<file path="src/rtl/syncgen_pkg.sv">
// syncgen_pkg: timing types and preset timing sets for syncgen_multi.
// Contents: timing_t (one axis), mode_timing_t (h + v), 720p/1080p presets.
package syncgen_pkg;

    localparam int TIMING_W = 16;

    typedef struct packed {
        logic [TIMING_W-1:0] total;
        logic [TIMING_W-1:0] sync;
        logic [TIMING_W-1:0] backp;
        logic [TIMING_W-1:0] active;
    } timing_t;

    typedef struct packed {
        timing_t h;
        timing_t v;
    } mode_timing_t;

    localparam mode_timing_t TIMING_720P = '{
        h: '{total: 16'd1650, sync: 16'd40,
             backp: 16'd220, active: 16'd1280},
        v: '{total: 16'd750, sync: 16'd5,
             backp: 16'd20, active: 16'd720}
    };

    localparam mode_timing_t TIMING_1080P = '{
        h: '{total: 16'd2200, sync: 16'd44,
             backp: 16'd148, active: 16'd1920},
        v: '{total: 16'd1125, sync: 16'd5,
             backp: 16'd36, active: 16'd1080}
    };

    function automatic mode_timing_t pick_mode(
        input logic         sel,
        input mode_timing_t m0,
        input mode_timing_t m1
    );
        return sel ? m1 : m0;
    endfunction

endpackage

</file>
<file path="src/rtl/syncgen_axis.sv">
// syncgen_axis: one position counter axis with wrap, sync and blank flags.
// Ports: video_clk, reset, en (advance), cur_total (wrap point of the
// timing in effect), nxt_t (timing for the next position), nxt_pos,
// wrap, nxt_act (next position active), sync, blank (registered).
module syncgen_axis
    import syncgen_pkg::*;
#(
    parameter int   CNT_W    = 12,
    parameter logic SYNC_POL = 1'b1
) (
    input  logic                video_clk,
    input  logic                reset,
    input  logic                en,
    input  logic [TIMING_W-1:0] cur_total,
    input  timing_t             nxt_t,
    output logic [CNT_W-1:0]    nxt_pos,
    output logic                wrap,
    output logic                nxt_act,
    output logic                sync,
    output logic                blank
);

    localparam int W = CNT_W + 1;

    logic [CNT_W-1:0] pos;
    logic [W-1:0]     pos_w;
    logic [W-1:0]     last;
    logic [W-1:0]     np_w;
    logic [W-1:0]     n_sync;
    logic [W-1:0]     n_start;
    logic [W-1:0]     n_end;
    logic             unused_bits;

    assign pos_w   = {1'b0, pos};
    assign last    = W'(cur_total) - W'(1);
    assign wrap    = (pos_w == last);
    assign nxt_pos = !en  ? pos :
                     wrap ? '0  : pos + CNT_W'(1);

    // Flags for the next position use the timing that will be in
    // effect there, so a mode change lands cleanly on (0,0).
    assign np_w    = {1'b0, nxt_pos};
    assign n_sync  = W'(nxt_t.sync);
    assign n_start = W'(nxt_t.sync) + W'(nxt_t.backp);
    assign n_end   = n_start + W'(nxt_t.active);
    assign nxt_act = (np_w >= n_start) && (np_w < n_end);

    assign unused_bits = ^{cur_total, nxt_t};

    always_ff @(posedge video_clk) begin
        if (reset) begin
            pos   <= CNT_W'(nxt_t.total - TIMING_W'(1));
            sync  <= ~SYNC_POL;
            blank <= 1'b1;
        end else begin
            pos   <= nxt_pos;
            sync  <= (np_w < n_sync) ? SYNC_POL : ~SYNC_POL;
            blank <= ~nxt_act;
        end
    end

endmodule

</file>
<file path="src/rtl/syncgen_multi.sv">
// syncgen_multi: two-mode video timing generator with line prefetch pulse.
// Ports: video_clk, reset, mode_sel in; mode_active, framestart, linestart,
// prefetch_line, prefetch_y, pixelena, hsync, vsync, hblank, vblank,
// pixel_x, pixel_y out. Coordinates only when SYNCGEN_COORD_EN is defined.
module syncgen_multi
    import syncgen_pkg::*;
#(
    parameter int           CNT_W          = 12,
    parameter mode_timing_t MODE0          = TIMING_720P,
    parameter mode_timing_t MODE1          = TIMING_1080P,
    parameter logic         HSYNC_POL      = 1'b1,
    parameter logic         VSYNC_POL      = 1'b1,
    parameter int           PREFETCH_LINES = 2
) (
    input  logic             video_clk,
    input  logic             reset,
    input  logic             mode_sel,
    output logic             mode_active,
    output logic             framestart,
    output logic             linestart,
    output logic             prefetch_line,
    output logic [CNT_W-1:0] prefetch_y,
    output logic             pixelena,
    output logic             hsync,
    output logic             vsync,
    output logic             hblank,
    output logic             vblank,
    output logic [CNT_W-1:0] pixel_x,
    output logic [CNT_W-1:0] pixel_y
);

    localparam int W = CNT_W + 1;

    logic                h_wrap;
    logic                v_wrap;
    logic                h_act;
    logic                v_act;
    logic [CNT_W-1:0]    h_nxt;
    logic [CNT_W-1:0]    v_nxt;
    logic                frame_end;
    logic                mode_nxt;
    mode_timing_t        nxt_m;
    logic [TIMING_W-1:0] h_cur_tot;
    logic [TIMING_W-1:0] v_cur_tot;
    logic [W-1:0]        v_start;
    logic [W-1:0]        v_end;
    logic [W-1:0]        v_ahead;
    logic                line0;
    logic                pf_d;

    // mode_sel is only honoured at the last pixel of a frame (or in
    // reset), so the new timing starts exactly at the next (0,0).
    assign frame_end = h_wrap & v_wrap;
    assign mode_nxt  = (reset | frame_end) ? mode_sel : mode_active;
    assign nxt_m     = pick_mode(mode_nxt, MODE0, MODE1);
    assign h_cur_tot = mode_active ? MODE1.h.total : MODE0.h.total;
    assign v_cur_tot = mode_active ? MODE1.v.total : MODE0.v.total;

    syncgen_axis #(
        .CNT_W    (CNT_W),
        .SYNC_POL (HSYNC_POL)
    ) u_h (
        .video_clk (video_clk),
        .reset     (reset),
        .en        (1'b1),
        .cur_total (h_cur_tot),
        .nxt_t     (nxt_m.h),
        .nxt_pos   (h_nxt),
        .wrap      (h_wrap),
        .nxt_act   (h_act),
        .sync      (hsync),
        .blank     (hblank)
    );

    syncgen_axis #(
        .CNT_W    (CNT_W),
        .SYNC_POL (VSYNC_POL)
    ) u_v (
        .video_clk (video_clk),
        .reset     (reset),
        .en        (h_wrap),
        .cur_total (v_cur_tot),
        .nxt_t     (nxt_m.v),
        .nxt_pos   (v_nxt),
        .wrap      (v_wrap),
        .nxt_act   (v_act),
        .sync      (vsync),
        .blank     (vblank)
    );

    assign line0   = (h_nxt == '0);
    assign v_start = W'(nxt_m.v.sync) + W'(nxt_m.v.backp);
    assign v_end   = v_start + W'(nxt_m.v.active);
    assign v_ahead = {1'b0, v_nxt} + W'(PREFETCH_LINES);
    assign pf_d    = line0 && (v_ahead >= v_start) && (v_ahead < v_end);

    always_ff @(posedge video_clk) begin
        if (reset) begin
            mode_active   <= mode_sel;
            framestart    <= 1'b0;
            linestart     <= 1'b0;
            prefetch_line <= 1'b0;
            prefetch_y    <= '0;
            pixelena      <= 1'b0;
        end else begin
            mode_active   <= mode_nxt;
            framestart    <= line0 && (v_nxt == '0);
            linestart     <= line0 && v_act;
            prefetch_line <= pf_d;
            prefetch_y    <= pf_d ? CNT_W'(v_ahead - v_start) : '0;
            pixelena      <= h_act && v_act;
        end
    end

`ifdef SYNCGEN_COORD_EN
    logic [W-1:0] h_start;

    assign h_start = W'(nxt_m.h.sync) + W'(nxt_m.h.backp);

    always_ff @(posedge video_clk) begin
        if (reset) begin
            pixel_x <= '0;
            pixel_y <= '0;
        end else if (h_act && v_act) begin
            pixel_x <= CNT_W'({1'b0, h_nxt} - h_start);
            pixel_y <= CNT_W'({1'b0, v_nxt} - v_start);
        end else begin
            pixel_x <= '0;
            pixel_y <= '0;
        end
    end
`else
    assign pixel_x = '0;
    assign pixel_y = '0;
`endif

endmodule

</file>
<file path="config.mk">
export PLATFORM = sky130hd
export DESIGN_NAME = syncgen_multi
export DESIGN_NICKNAME = d
export VERILOG_FILES = /design/src/rtl/syncgen_pkg.sv /design/src/rtl/syncgen_axis.sv /design/src/rtl/syncgen_multi.sv
export SDC_FILE = /design/constraint.sdc
export NUM_CORES = 1
export LEC_CHECK = 0
export CORE_AREA = 4 4 108 110
export DETAILED_ROUTE_END_ITERATION = 16
export DIE_AREA = 0 0 112 114
export HOLD_SLACK_MARGIN = 0.06
export PLACE_DENSITY = 0.59
export SLEW_MARGIN = 25
export SYNTH_ARGS = -nofsm -noshare
export SYNTH_HDL_FRONTEND = slang
export SYNTH_SLANG_ARGS = --single-unit
</file>
<file path="constraint.sdc">
create_clock -name video_clk -period 12.07 [get_ports video_clk]
set_clock_uncertainty 0.1 [all_clocks]
set_input_delay 2.414 -clock video_clk [delete_from_list [all_inputs] [get_ports video_clk]]
set_output_delay 2.414 -clock video_clk [all_outputs]
set_load 0.02 [all_outputs]
</file>
=== Word level (Yosys, flattened, before mapping) ===
Cells that the tools add are included.

* Add/subtract/negate cells: 12
* $mul: 0
* Divide/modulo/power cells: 0
* Order comparisons: 8
* Equality and inequality tests: 2
* Shifts and indexed selects: 0
* Muxes and demuxes: 12
* Bitwise logic cells: 5
* Reduce and logical (&&, ||, !) cells: 10

{| class="wikitable"
|+ Operators with widths
! operator !! number
|-
| $mux 124 || 1
|-
| $mux 12 || 6
|-
| $add 13x13->13 || 4
|-
| $lt 12x13->1 || 4
|-
| $eq 12x13->1 || 2
|-
| $ge 12x13->1 || 2
|-
| $add 12x1->12 const B || 2
|-
| $logic_not 12->1 || 2
|-
| $sub 12x1->12 const B || 2
|-
| $add 12x2->13 const B || 1
|-
| $ge 13x13->1 || 1
|-
| $lt 13x13->1 || 1
|-
| $sub 12x1->13 const B || 1
|-
| $sub 11x1->12 const B || 1
|-
| $sub 12x12->12 || 1
|-
| $mux 11 || 1
|-
| $logic_and 1x1->1 || 7
|-
| $mux 1 || 4
|-
| $not 1->1 || 3
|-
| $reduce_or 2->1 || 1
|-
| $and 1x1->1 || 1
|-
| $or 1x1->1 || 1
|}

* Register bits after elaboration: 45
* Latch bits: 0
* Memory bits (writable): 0
* Memory bits (read-only): 0
* Input bits: 3
* Output and inout port bits: 45
* Word-level logic and storage cells: 61
* Memories: 0

=== Logic depth before layout (Yosys ltp) ===
Gate-level depths: netlist of run 1.

* Depth after elaboration: 13
* Mapped depth: 22
* Depth with buffers taken out: 18

=== By module ===
A second synthesis of run 1 with hierarchy kept.

* Cells, all modules: 1027
* Area, all modules: 8091.5 um2

{| class="wikitable"
|+ By module, submodules not included
! module !! instances !! cells an instance !! area an instance (um2) !! sequential area each (um2)
|-
| syncgen_axis (u_h) || 1 || 423 || 3238.1 || 280.3
|-
| syncgen_axis (u_v) || 1 || 419 || 3194.3 || 280.3
|-
| syncgen_multi || 1 || 185 || 1659.1 || 340.3
|}

=== Worst setup path after synthesis of run 1 ===
OpenSTA, ideal clock, no wires.

* Kind: input port to flip-flop
* From: in reset
* To: reg prefetch_y[0]
* Library setup time: 0.132 ns
* Data arrival time: 4.806 ns
* Required time: 11.838 ns
* Setup slack: 7.032 ns
* Stages: 10
* Buffers on the path: 1
* Cells stage by stage: a21oi_1 -> mux2_2 -> inv_1 -> ha_1 -> a21o_1 -> a21o_1 -> or4_4 -> o211ai_4 -> buf_6 -> nor2_2

* Word-level cells in the longest chain between the ends: 9
* Elaborated cells on any way between the ends: 11
* Those cells by class: 2 x add/sub; 2 x order compare; 2 x mux; 2 x bitwise; 3 x reduce/logical

{| class="wikitable"
|+ RTL lines
! item !! RTL line !! source
|-
| start, declared || syncgen_multi.sv:16 || <nowiki>input logic reset,</nowiki>
|-
| $or 1x1->1 || syncgen_multi.sv:54 || <nowiki>assign mode_nxt = (reset | frame_end) ? mode_sel : mode_active;</nowiki>
|-
| $mux 1 || syncgen_multi.sv:54 ||
|-
| $mux 124 || syncgen_pkg.sv:38 || <nowiki>return sel ? m1 : m0;</nowiki>
|-
| $add 13x13->13 || syncgen_multi.sv:92 || <nowiki>assign v_start = W'(nxt_m.v.sync) + W'(nxt_m.v.backp);</nowiki>
|-
| $add 13x13->13 or $ge 13x13->1 (tied branches) || syncgen_multi.sv:93, syncgen_multi.sv:95 ||
|-
| $lt 13x13->1 or $logic_and 1x1->1 (tied branches) || syncgen_multi.sv:95 || <nowiki>assign pf_d = line0 && (v_ahead >= v_start) && (v_ahead < v_end);</nowiki>
|-
| $logic_and 1x1->1 || syncgen_multi.sv:95 ||
|-
| $not 1->1 (no line) || n/a ||
|-
| $reduce_or 2->1 (no line) (*) || n/a ||
|-
| end signal, assigned || syncgen_multi.sv:110 || <nowiki>prefetch_y <= pf_d ? CNT_W'(v_ahead - v_start) : '0;</nowiki>
|-
| end, declared || syncgen_multi.sv:22 || <nowiki>output logic [CNT_W-1:0] prefetch_y,</nowiki>
|}

Mark *: on every way between the ends. The rest lies on a longest branch, timed or not.
A chain may end at the register's enable or synchronous reset.

=== Worst setup path in the final report of run 1 ===
* From: in reset
* To: reg prefetch_y[10]

* Word-level cells in the longest chain between the ends: 9
* Elaborated cells on any way between the ends: 12
* Those cells by class: 3 x add/sub; 2 x order compare; 2 x mux; 2 x bitwise; 3 x reduce/logical

{| class="wikitable"
|+ RTL lines
! item !! RTL line
|-
| $or 1x1->1 || syncgen_multi.sv:54
|-
| $mux 1 || syncgen_multi.sv:54
|-
| $mux 124 || syncgen_pkg.sv:38
|-
| $add 13x13->13 || syncgen_multi.sv:92
|-
| $add 13x13->13 or $ge 13x13->1 (tied branches) || syncgen_multi.sv:93, syncgen_multi.sv:95
|-
| $lt 13x13->1 or $logic_and 1x1->1 (tied branches) || syncgen_multi.sv:95
|-
| $logic_and 1x1->1 || syncgen_multi.sv:95
|-
| $not 1->1 (no line) || n/a
|-
| $reduce_or 2->1 (no line) || n/a
|}

Several ways; a longest one is shown, not always the timed one.

==> flow_summary.json, run 1 <==
{
  "antenna_left": 0,
  "via_per_inst": 5.367,
  "ys_ff_latch": 45,
  "cts.htree.levels": 2,
  "syn_to_final_growth_pct": 7.548,
  "root_buffer": "clkbuf_8",
  "crit_family": "compound AO/OA/AOI/OAI gates",
  "cts.repair.resized": 0,
  "maxSlewViolCount": 0,
  "reg2reg_from": "u_h.pos[4]",
  "report.final.hold_viol_count": 0,
  "rr_worst_depth": 16,
  "row_count": 38,
  "critPathLaunchType": "input pin",
  "grt_pass1_vias": 3037,
  "reg2reg_slack_ns": 6.64,
  "endpoint_kind": "register",
  "dieHeight_um": 114,
  "fin_area_um2": 3940,
  "drt_first_pass_iters": 5,
  "cpPeakStageDelay_ns": 0.51,
  "yosysMostFrequentCell": "dfxtp_1",
  "worst-path-max-fanout": 32,
  "io_pins": 48,
  "antenna_found_initial": 0,
  "ys_async_sr_fraction_pct": 0,
  "start_util_pct": 34.25,
  "coreArea_um2": 10700,
  "place_inst": 588,
  "tns_ns": 0,
  "setup_violations": 0,
  "cts_setup_buffers": 0,
  "cap_violations": 0,
  "final_nets": 489,
  "power_density_nw_per_um2": 87.26,
  "clk_pin_slew_worst_paths_ns": 0.08,
  "timing.critical_path.buf_inv": 3,
  "cp.depth": 11,
  "clock_latency_ns": 0.30,
  "synth_area_um2": 3664,
  "place.gp.congestion": 0.8619,
  "vias": 3199,
  "track_usage_pct": 14.02,
  "drive_gt1_share_pct": 8.991,
  "clock_sinks": 45,
  "drt_iter0_markers": 215,
  "max-slew-margin-rel_pct": 48.51,
  "fin_crit_ns": 5.799,
  "diodes": 0,
  "synthTopCellsByCount": "dfxtp_1 (45), nand2_1 (32), ha_1 (31)",
  "cts_hold_buf": 0,
  "place_area_um2": 3860,
  "grt_max_degree": 33,
  "cp-endpoint": "prefetch_y[10]",
  "synth_top_area_share_pct": 24.59,
  "hp-class": "reg -> reg",
  "post-route-period-util_pct": 48.05,
  "io_buffers": 23,
  "cts_buffers": 5,
  "drt-total-wl_um": 9022,
  "cp_slowest_cell": "or4_4",
  "synth.avg_cell_area_um2": 8.233,
  "crit_type": "in -> reg",
  "synth_edf_count": 0,
  "timing.fmax_mhz": 172.4,
  "hold_ws_ns": 0.4526,
  "dpl.hpwl_um": 6957,
  "path_cells": "clkdlybuf4s50_1 > buf_4 > a21oi_1 > mux2_2 > inv_1 > ha_1 > a21o_1 > a21o_1 > or4_4 > o211ai_4 > a21oi_1",
  "peakVddDrop_mv": 0.04673,
  "r2r_end": "prefetch_y[10]",
  "yosysTopAreaCell": "dfxtp_1",
  "dieArea_um2": 12770,
  "worst_pin_slew_ns": 0.7672,
  "yosysUniqueCellTypes": 70,
  "cts_tree": "built",
  "drc": 0,
  "ys_seq_area_share_pct": 24.59,
  "fp.dieW_um": 112,
  "grt_pass1_wl_um": 14920,
  "critPathLaunch": "reset",
  "clk_path_buf_depth": 2,
  "cp.required_ns": 12.14,
  "overflow": 0,
  "rsz0062_at_grt": "false",
  "ys.warnings.count": 0,
  "routedWlPerCell_um": 15.14,
  "cellLeakagePower_nw": 1.523,
  "synth_top_cells_by_area": "dfxtp_1 (25%), ha_1 (11%), buf_4 (4.9%)",
  "total_power_mw": 0.3438,
  "critPathArrivalTime_ns": 5.86,
  "finalNonFillerCells": 596,
  "postSynthCellCount": 445,
  "status": "finished, final reports clean",
  "ys.flop_type": "dfxtp_1"
}
## how the worst min path moves through the flow
stage / from / to / slack (ns) / depth (start not counted)
floorplan: u_h.pos[0] / u_h.pos[0] / 0.37 / 1
global placement: u_h.pos[0] / u_h.pos[0] / 0.42 / 1
detailed placement: u_h.pos[0] / u_h.pos[0] / 0.43 / 1
CTS: u_h.pos[0] / u_h.pos[0] / 0.45 / 1
global route: u_h.pos[0] / u_h.pos[0] / 0.49 / 1
finish: u_h.pos[0] / u_h.pos[0] / 0.45 / 1
## per-stage QoR
stage               setup WS (ns)  utilization [%]
floorplan                   7.032                -
global placement            6.048            36.08
detailed placement          5.943            36.08
CTS                         6.259            36.83
global route                6.107            36.83
finish                      6.271            36.83
## registers in the layout, summed over array words and instances, names as in the netlist
signal,count
u_h.blank,1
u_v.pos,12
u_h.sync,1
prefetch_line,1
linestart,1
u_v.blank,1
u_h.pos,12
framestart,1
prefetch_y,12
u_v.sync,1
mode_active,1
pixelena,1
## cells by family after synthesis
| family | synth area share, % |
|---|---|
| buf+inv | 10.21 |
| flops | 24.59 |
| simple gates | 25.55 |
| compound gates | 21.04 |
| fa+ha+maj | 10.59 |
| mux | 1.708 |
| other cells | 0.1024 |
| xor+xnor | 6.216 |
## cell type report
| cell class | count | area (um^2) |
|---|---|---|
| Clock buffer | 8 | 80.08 |
| Fill cell | 1160 | 6758 |
| Inverter | 17 | 63.81 |
| Multi-Input combinational cell | 361 | 2475 |
| Sequential cell | 45 | 900.9 |
| Tap cell | 140 | 175.2 |
| Timing Repair Buffer | 25 | 245.2 |
## worst register-to-register path, cell delays in order, from the launching register on
cell and delay [ns]:
dfxtp_1 0.55, nand4bb_4 0.18, or4_1 0.73, nand2_4 0.31
nand2_1 0.13, o21ai_0 0.42, ha_1 0.39, nand2b_1 0.09
mux2i_1 0.23, nand2_1 0.16, xnor2_1 0.27, ha_1 0.30
a21o_1 0.20, a21o_1 0.18, or4_4 0.51, o211ai_4 0.45
a21oi_1 0.10
## layer usage
layer	share of wire [%]	track usage, %	up-vias	wire, um
li1	-	-	1581	-
met1	48	19.62	1533	4345
met2	47	23.10	77	4237
met3	4.3	2.546	8	385
met4	0.59	2.163	0	53
met5	0	0	-	0
## cell usage in the layout, fill, tap and decap left out, types with 9 or more instances in the layout
cell	instances
clkdlybuf4s50_1	23
nor3_1	17
xnor2_1	15
nand3_1	18
inv_1	16
nor2_1	26
xor2_1	11
o21ai_0	20
a21oi_1	17
nor2_2	9
ha_1	31
a21o_1	9
nand2_1	32
conb_1	24
dfxtp_1	45
nor4_1	10
## power breakdown
part	internal, mW	leakage (nW)	total [mW]	switching (mW)
clock	0.0412	0.0395	0.0914	0.0502
combinational	0.0342	1.11	0.0847	0.0505
sequential	0.156	0.369	0.168	0.0120
Note: power is estimated with default switching activity, not from simulation.
==> inputs of run 2 (changes only) <==
PLACE_DENSITY = 0.61   (was 0.59)
clock period = 4.95 ns   (was 12.07 ns; I/O delays follow)
==> run 2 against run 1 <==
- register-to-register slack lost 6.4 ns
- first-iteration DRC count increased by 25%
- core utilization up 1.0 points
- sequential cell count did not move
- setup slack worse by 6.0 ns
- die area stayed put
- hold slack lost 0.080 ns
- via count increased by 2.0%
- critical endpoint is now prefetch_y[0]
==> flow_summary.json, run 2 (synthesized netlist as in run 1, its figures left out) <==
{
  "path_cells": "or3_4 > or4_1 > nand2_4 > buf_4 > o21ai_0 > nand2_1 > o21ai_1 > ha_1 > nand2b_1 > mux2i_1 > nand2_1 > xnor2_1 > ha_1 > a21o_1 > a21o_1 > or4_4 > o211ai_4 > buf_4 > nor2_2",
  "hp-class": "reg -> reg",
  "place_inst": 599,
  "fin_crit_ns": 4.704,
  "fp.dieW_um": 112,
  "drt_iter0_markers": 269,
  "cp.required_ns": 5.02,
  "clock_sinks": 45,
  "top_regs": "prefetch_y: 12 flops, u_h.pos: 12 flops, u_v.pos: 12 flops",
  "antenna_left": 0,
  "drc": 0,
  "power_frac_clock_pct": 27.9,
  "clk_pin_slew_worst_paths_ns": 0.10,
  "timing.fmax_mhz": 212.6,
  "cellLeakagePower_nw": 1.588,
  "drt-total-wl_um": 9235,
  "status": "finished, final reports clean",
  "vias": 3264,
  "row_count": 38,
  "overflow": 0,
  "dieArea_um2": 12770,
  "root_buffer": "clkbuf_8",
  "worst_slack_ns": 0.2463,
  "critPathArrivalTime_ns": 4.78,
  "maxSlewViolCount": 0,
  "via_per_inst": 5.360,
  "switching_share_pct": 34.05,
  "io_buffers": 23,
  "syn_to_final_growth_pct": 10.55,
  "seq_power_share_pct": 46.8,
  "place_ws_ns": 0.08945,
  "cts.htree.levels": 2,
  "critPathLaunchType": "register",
  "worst_pin_slew_ns": 0.7125,
  "finalNonFillerCells": 609,
  "clock_latency_ns": 0.30,
  "cpPeakStageDelay_ns": 0.57,
  "worst-path-max-fanout": 21,
  "place.gp.congestion": 0.9299,
  "cts_buffers": 5,
  "cap_violations": 0,
  "peakVddDrop_mv": 0.1208,
  "reg2reg_slack_ns": 0.25,
  "report.final.hold_viol_count": 0,
  "drive_gt1_share_pct": 12.58,
  "post-route-period-util_pct": 95.02,
  "start_util_pct": 34.25,
  "max-slew-margin-rel_pct": 52.18,
  "combPwrFrac_pct": 25.3,
  "grt_max_degree": 32,
  "drt_first_pass_iters": 5,
  "track_usage_pct": 14.35,
  "routedWlPerCell_um": 15.16,
  "cts_tree": "built",
  "setup_violations": 0,
  "cp_slowest_cell": "or4_1",
  "total_power_mw": 0.8617,
  "crit_type": "reg -> reg",
  "p_int_mw": 0.5683,
  "io_pins": 48,
  "grt_pass1_wl_um": 15220,
  "cts_hold_buf": 0,
  "grt_pass1_vias": 3168,
  "coreArea_um2": 10700,
  "antenna_found_initial": 0,
  "dieHeight_um": 114,
  "rsz0062_at_grt": "false",
  "place_area_um2": 3943,
  "fin_area_um2": 4050,
  "diodes": 0,
  "final_cell_mix": "dfxtp_1 (43), nand2_1 (32), ha_1 (31)",
  "clk_path_buf_depth": 2,
  "power_density_nw_per_um2": 212.8,
  "final_nets": 502,
  "layout_commonest_cell": "dfxtp_1",
  "p_switching_mw": 0.2935,
  "tns_ns": 0,
  "endpoint_kind": "register",
  "dpl.hpwl_um": 7081
}
-- run 2: changes by cell type in the layout (fill, tap and decap cells not counted) --
cell and change:
o21ai_0 -1, o21ai_1 +1, clkbuf_1 -3, buf_4 +13
clkinv_2 +1, dfxtp_2 +2, clkinvlp_4 +1, dfxtp_1 -2
inv_6 +1
-- run 2: per-stage QoR --
stage | hold WS [ns] | util (%)
floorplan | 0.3651 | -
global placement | 0.3982 | 36.85
detailed placement | 0.3984 | 36.85
CTS | 0.4245 | 37.70
global route | 0.4115 | 37.86
finish | 0.3727 | 37.86
-- run 2: critical path, delay by kind of cell (launching register included) --
| kind | cells | cell delay [ns] |
|---|---|---|
| compound gates | 5 | 0.80 |
| xor+xnor | 1 | 0.18 |
| fa+ha+maj | 2 | 0.55 |
| buf+inv | 2 | 0.45 |
| flops | 1 | 0.38 |
| mux | 1 | 0.10 |
| simple gates | 8 | 2.00 |
-- run 2: final timing paths --
path                             startpoint            end  cells past startpoint
worst max-delay path            mode_active  prefetch_y[0]                     19
worst min-delay path             u_h.pos[0]     u_h.pos[0]                      1
worst max register to register  mode_active  prefetch_y[0]                     19
worst min register to register   u_h.pos[0]     u_h.pos[0]                      1
-- run 2: repair_timing --
item | CTS | global route
buffers inserted | 0 | 2
gates resized for setup | 0 | 3
endpoints found under the setup margin | 0 | 13
-- run 2: final cells by class --
type / count / area, um^2
clock buffer: 5 / 68.82
timing repair buffer: 38 / 342.8
sequential: 45 / 903.4
multi-input combinational: 361 / 2475
inverter: 17 / 63.81
clock inverter: 3 / 21.27
fill: 1100 / 6648
tap: 140 / 175.2
-- run 2: power by group through the flow --
stage,Combinational [mW],Clock (mW),Sequential (mW)
after floorplan,0.182,0,0.408
after global placement,0.214,0,0.411
after detailed placement,0.217,0,0.411
after CTS,0.218,0.249,0.403
after global routing,0.243,0.264,0.408
final,0.218,0.240,0.404
-- run 2: layer usage --
metal | vias up | track usage, % | wire length [um]
met2 | 113 | 24.14 | 4277
met4 | 0 | 4.247 | 235
met3 | 24 | 2.493 | 455
li1 | 1612 | - | -
met1 | 1515 | 18.93 | 4266
met5 | - | 0 | 0
==> inputs of run 3 (changes only) <==
ABC_CLOCK_PERIOD_IN_PS = 4950   (was default)
PLACE_DENSITY = default   (was 0.61)
SLEW_MARGIN = 10   (was 25)
==> run 3 against run 2 <==
- first-iteration DRC count is 25% lower
- clock-buffer cell count up 1
- register-to-register slack improved by 0.14 ns
- sequential power is essentially flat
- largest power group unchanged
- final area up 0.80%
- largest cell class unchanged
- global-route usage increased by 0.50 points
==> flow_summary.json, run 3 (synthesized netlist as in run 1, its figures left out) <==
{
  "grt_pass1_vias": 3213,
  "top_regs": "prefetch_y: 12 flops, u_h.pos: 12 flops, u_v.pos: 12 flops",
  "clock_latency_ns": 0.32,
  "hp-class": "reg -> reg",
  "io_pins": 48,
  "routedWlPerCell_um": 15.31,
  "place.gp.congestion": 0.9102,
  "use_met3_pct": 3.660,
  "cellLeakagePower_nw": 1.610,
  "cts_hold_buf": 0,
  "vias": 3243,
  "start_util_pct": 34.25,
  "fin_area_um2": 4083,
  "diodes": 0,
  "fp.dieW_um": 112,
  "antenna_found_initial": 0,
  "maxSlewViolCount": 0,
  "syn_to_final_growth_pct": 11.44,
  "row_count": 38,
  "cp.required_ns": 5.05,
  "multi_input_area_um2": 2482,
  "root_buffer": "clkbuf_8",
  "dieArea_um2": 12770,
  "dpl.hpwl_um": 7159,
  "worst_pin_slew_ns": 0.7051,
  "place_ws_ns": 0.1179,
  "use_met2_pct": 24.14,
  "seq_area_um2": 902.1,
  "coreArea_um2": 10700,
  "worst_slack_ns": 0.3852,
  "setup_violations": 0,
  "drt_first_pass_iters": 5,
  "nFillCells": 1117,
  "grt_pass1_wl_um": 15770,
  "track_usage_pct": 14.85,
  "dieHeight_um": 114,
  "antenna_left": 0,
  "hold_depth": 2,
  "drt_iter0_markers": 202,
  "drt-total-wl_um": 9339,
  "fin_crit_ns": 4.565,
  "crit_type": "reg -> reg",
  "max-slew-margin-rel_pct": 52.39,
  "cap_violations": 0,
  "place_area_um2": 3958,
  "cts_tree": "built",
  "rsz0062_at_grt": "false",
  "peakVddDrop_mv": 0.1091,
  "report.final.hold_viol_count": 0,
  "clk_pin_slew_worst_paths_ns": 0.10,
  "clock_sinks": 45,
  "cts.htree.levels": 2,
  "final_nets": 503,
  "rr_worst_depth": 19,
  "final_cell_mix": "dfxtp_1 (44), nand2_1 (32), ha_1 (31)",
  "timing.fmax_mhz": 219.1,
  "endpoint_kind": "register",
  "cts_buffers": 5,
  "grt_use_met1_pct": 18.78,
  "grt_max_degree": 32,
  "worst-path-max-fanout": 21,
  "total_power_mw": 0.8793,
  "grt-busiest-layer": "met2",
  "drc": 0,
  "via_per_inst": 5.316,
  "layout_commonest_cell": "dfxtp_1",
  "power_density_nw_per_um2": 215.4,
  "drive_gt1_share_pct": 12.98,
  "critPathLaunchType": "register",
  "tns_ns": 0,
  "post-route-period-util_pct": 92.22,
  "clk_path_buf_depth": 2,
  "io_buffers": 23,
  "critPathArrivalTime_ns": 4.67,
  "overflow": 0,
  "status": "finished, final reports clean"
}
[run 3: cell type report]
type                            count  share of cell area [%]
Inverter                           17                   1.563
Clock buffer                        6                   2.023
Timing Repair Buffer               39                   8.888
Clock inverter                      2                  0.3371
Sequential cell                    45                   22.10
Multi-Input combinational cell    361                   60.80
Tap cell                          140                   4.291
[run 3: critical path, stage by stage (launching register included)]
cell and delay, ns:
dfxtp_1 0.40, nand4bb_4 0.27, or4_4 0.62, nand2_4 0.10
buf_4 0.24, o21ai_0 0.12, nand2_1 0.07, o21ai_0 0.12
ha_1 0.25, nand2b_1 0.08, mux2i_1 0.11, nand2_1 0.17
xnor2_1 0.17, ha_1 0.30, and2_1 0.20, a21o_1 0.19
or4_4 0.51, o211ai_4 0.22, buf_12 0.17, a21oi_1 0.05
[run 3: metrics by stage]
step | util, % | hold slack [ns] | instances
2_1_floorplan | - | 0.3651 | 468
3_3_place_gp | 36.99 | 0.4815 | 601
3_5_place_dp | 36.99 | 0.4938 | 601
4_1_cts | 37.89 | 0.5186 | 609
5_1_grt | 38.16 | 0.5297 | 610
6_report | 38.16 | 0.5099 | 610
[run 3: per-layer routing]
| metal | up-vias | part of all wire (%) |
|---|---|---|
| li1 | 1611 | - |
| met1 | 1518 | 45 |
| met2 | 84 | 46 |
| met3 | 30 | 4.9 |
| met4 | 0 | 4.0 |
| met5 | - | 0 |
[run 3: path summary, 6_finish.rpt]
kind,from,end,slack [ns]
max reg2reg,u_h.pos[3],prefetch_y[8],0.39
max,u_h.pos[3],prefetch_y[8],0.39
min,u_h.pos[0],u_h.pos[0],0.51
min reg2reg,u_h.pos[0],u_h.pos[0],0.51
[run 3: what timing repair did]
| item | CTS | global route |
|---|---|---|
| setup buffers | 0 | 1 |
| resized for setup | 0 | 3 |
| endpoints found under the setup margin | 0 | 13 |
[run 3: report_power, final]
group / internal (mW) / switching [mW]
Clock: 0.113 / 0.140
Combinational: 0.0894 / 0.134
Sequential: 0.380 / 0.0232
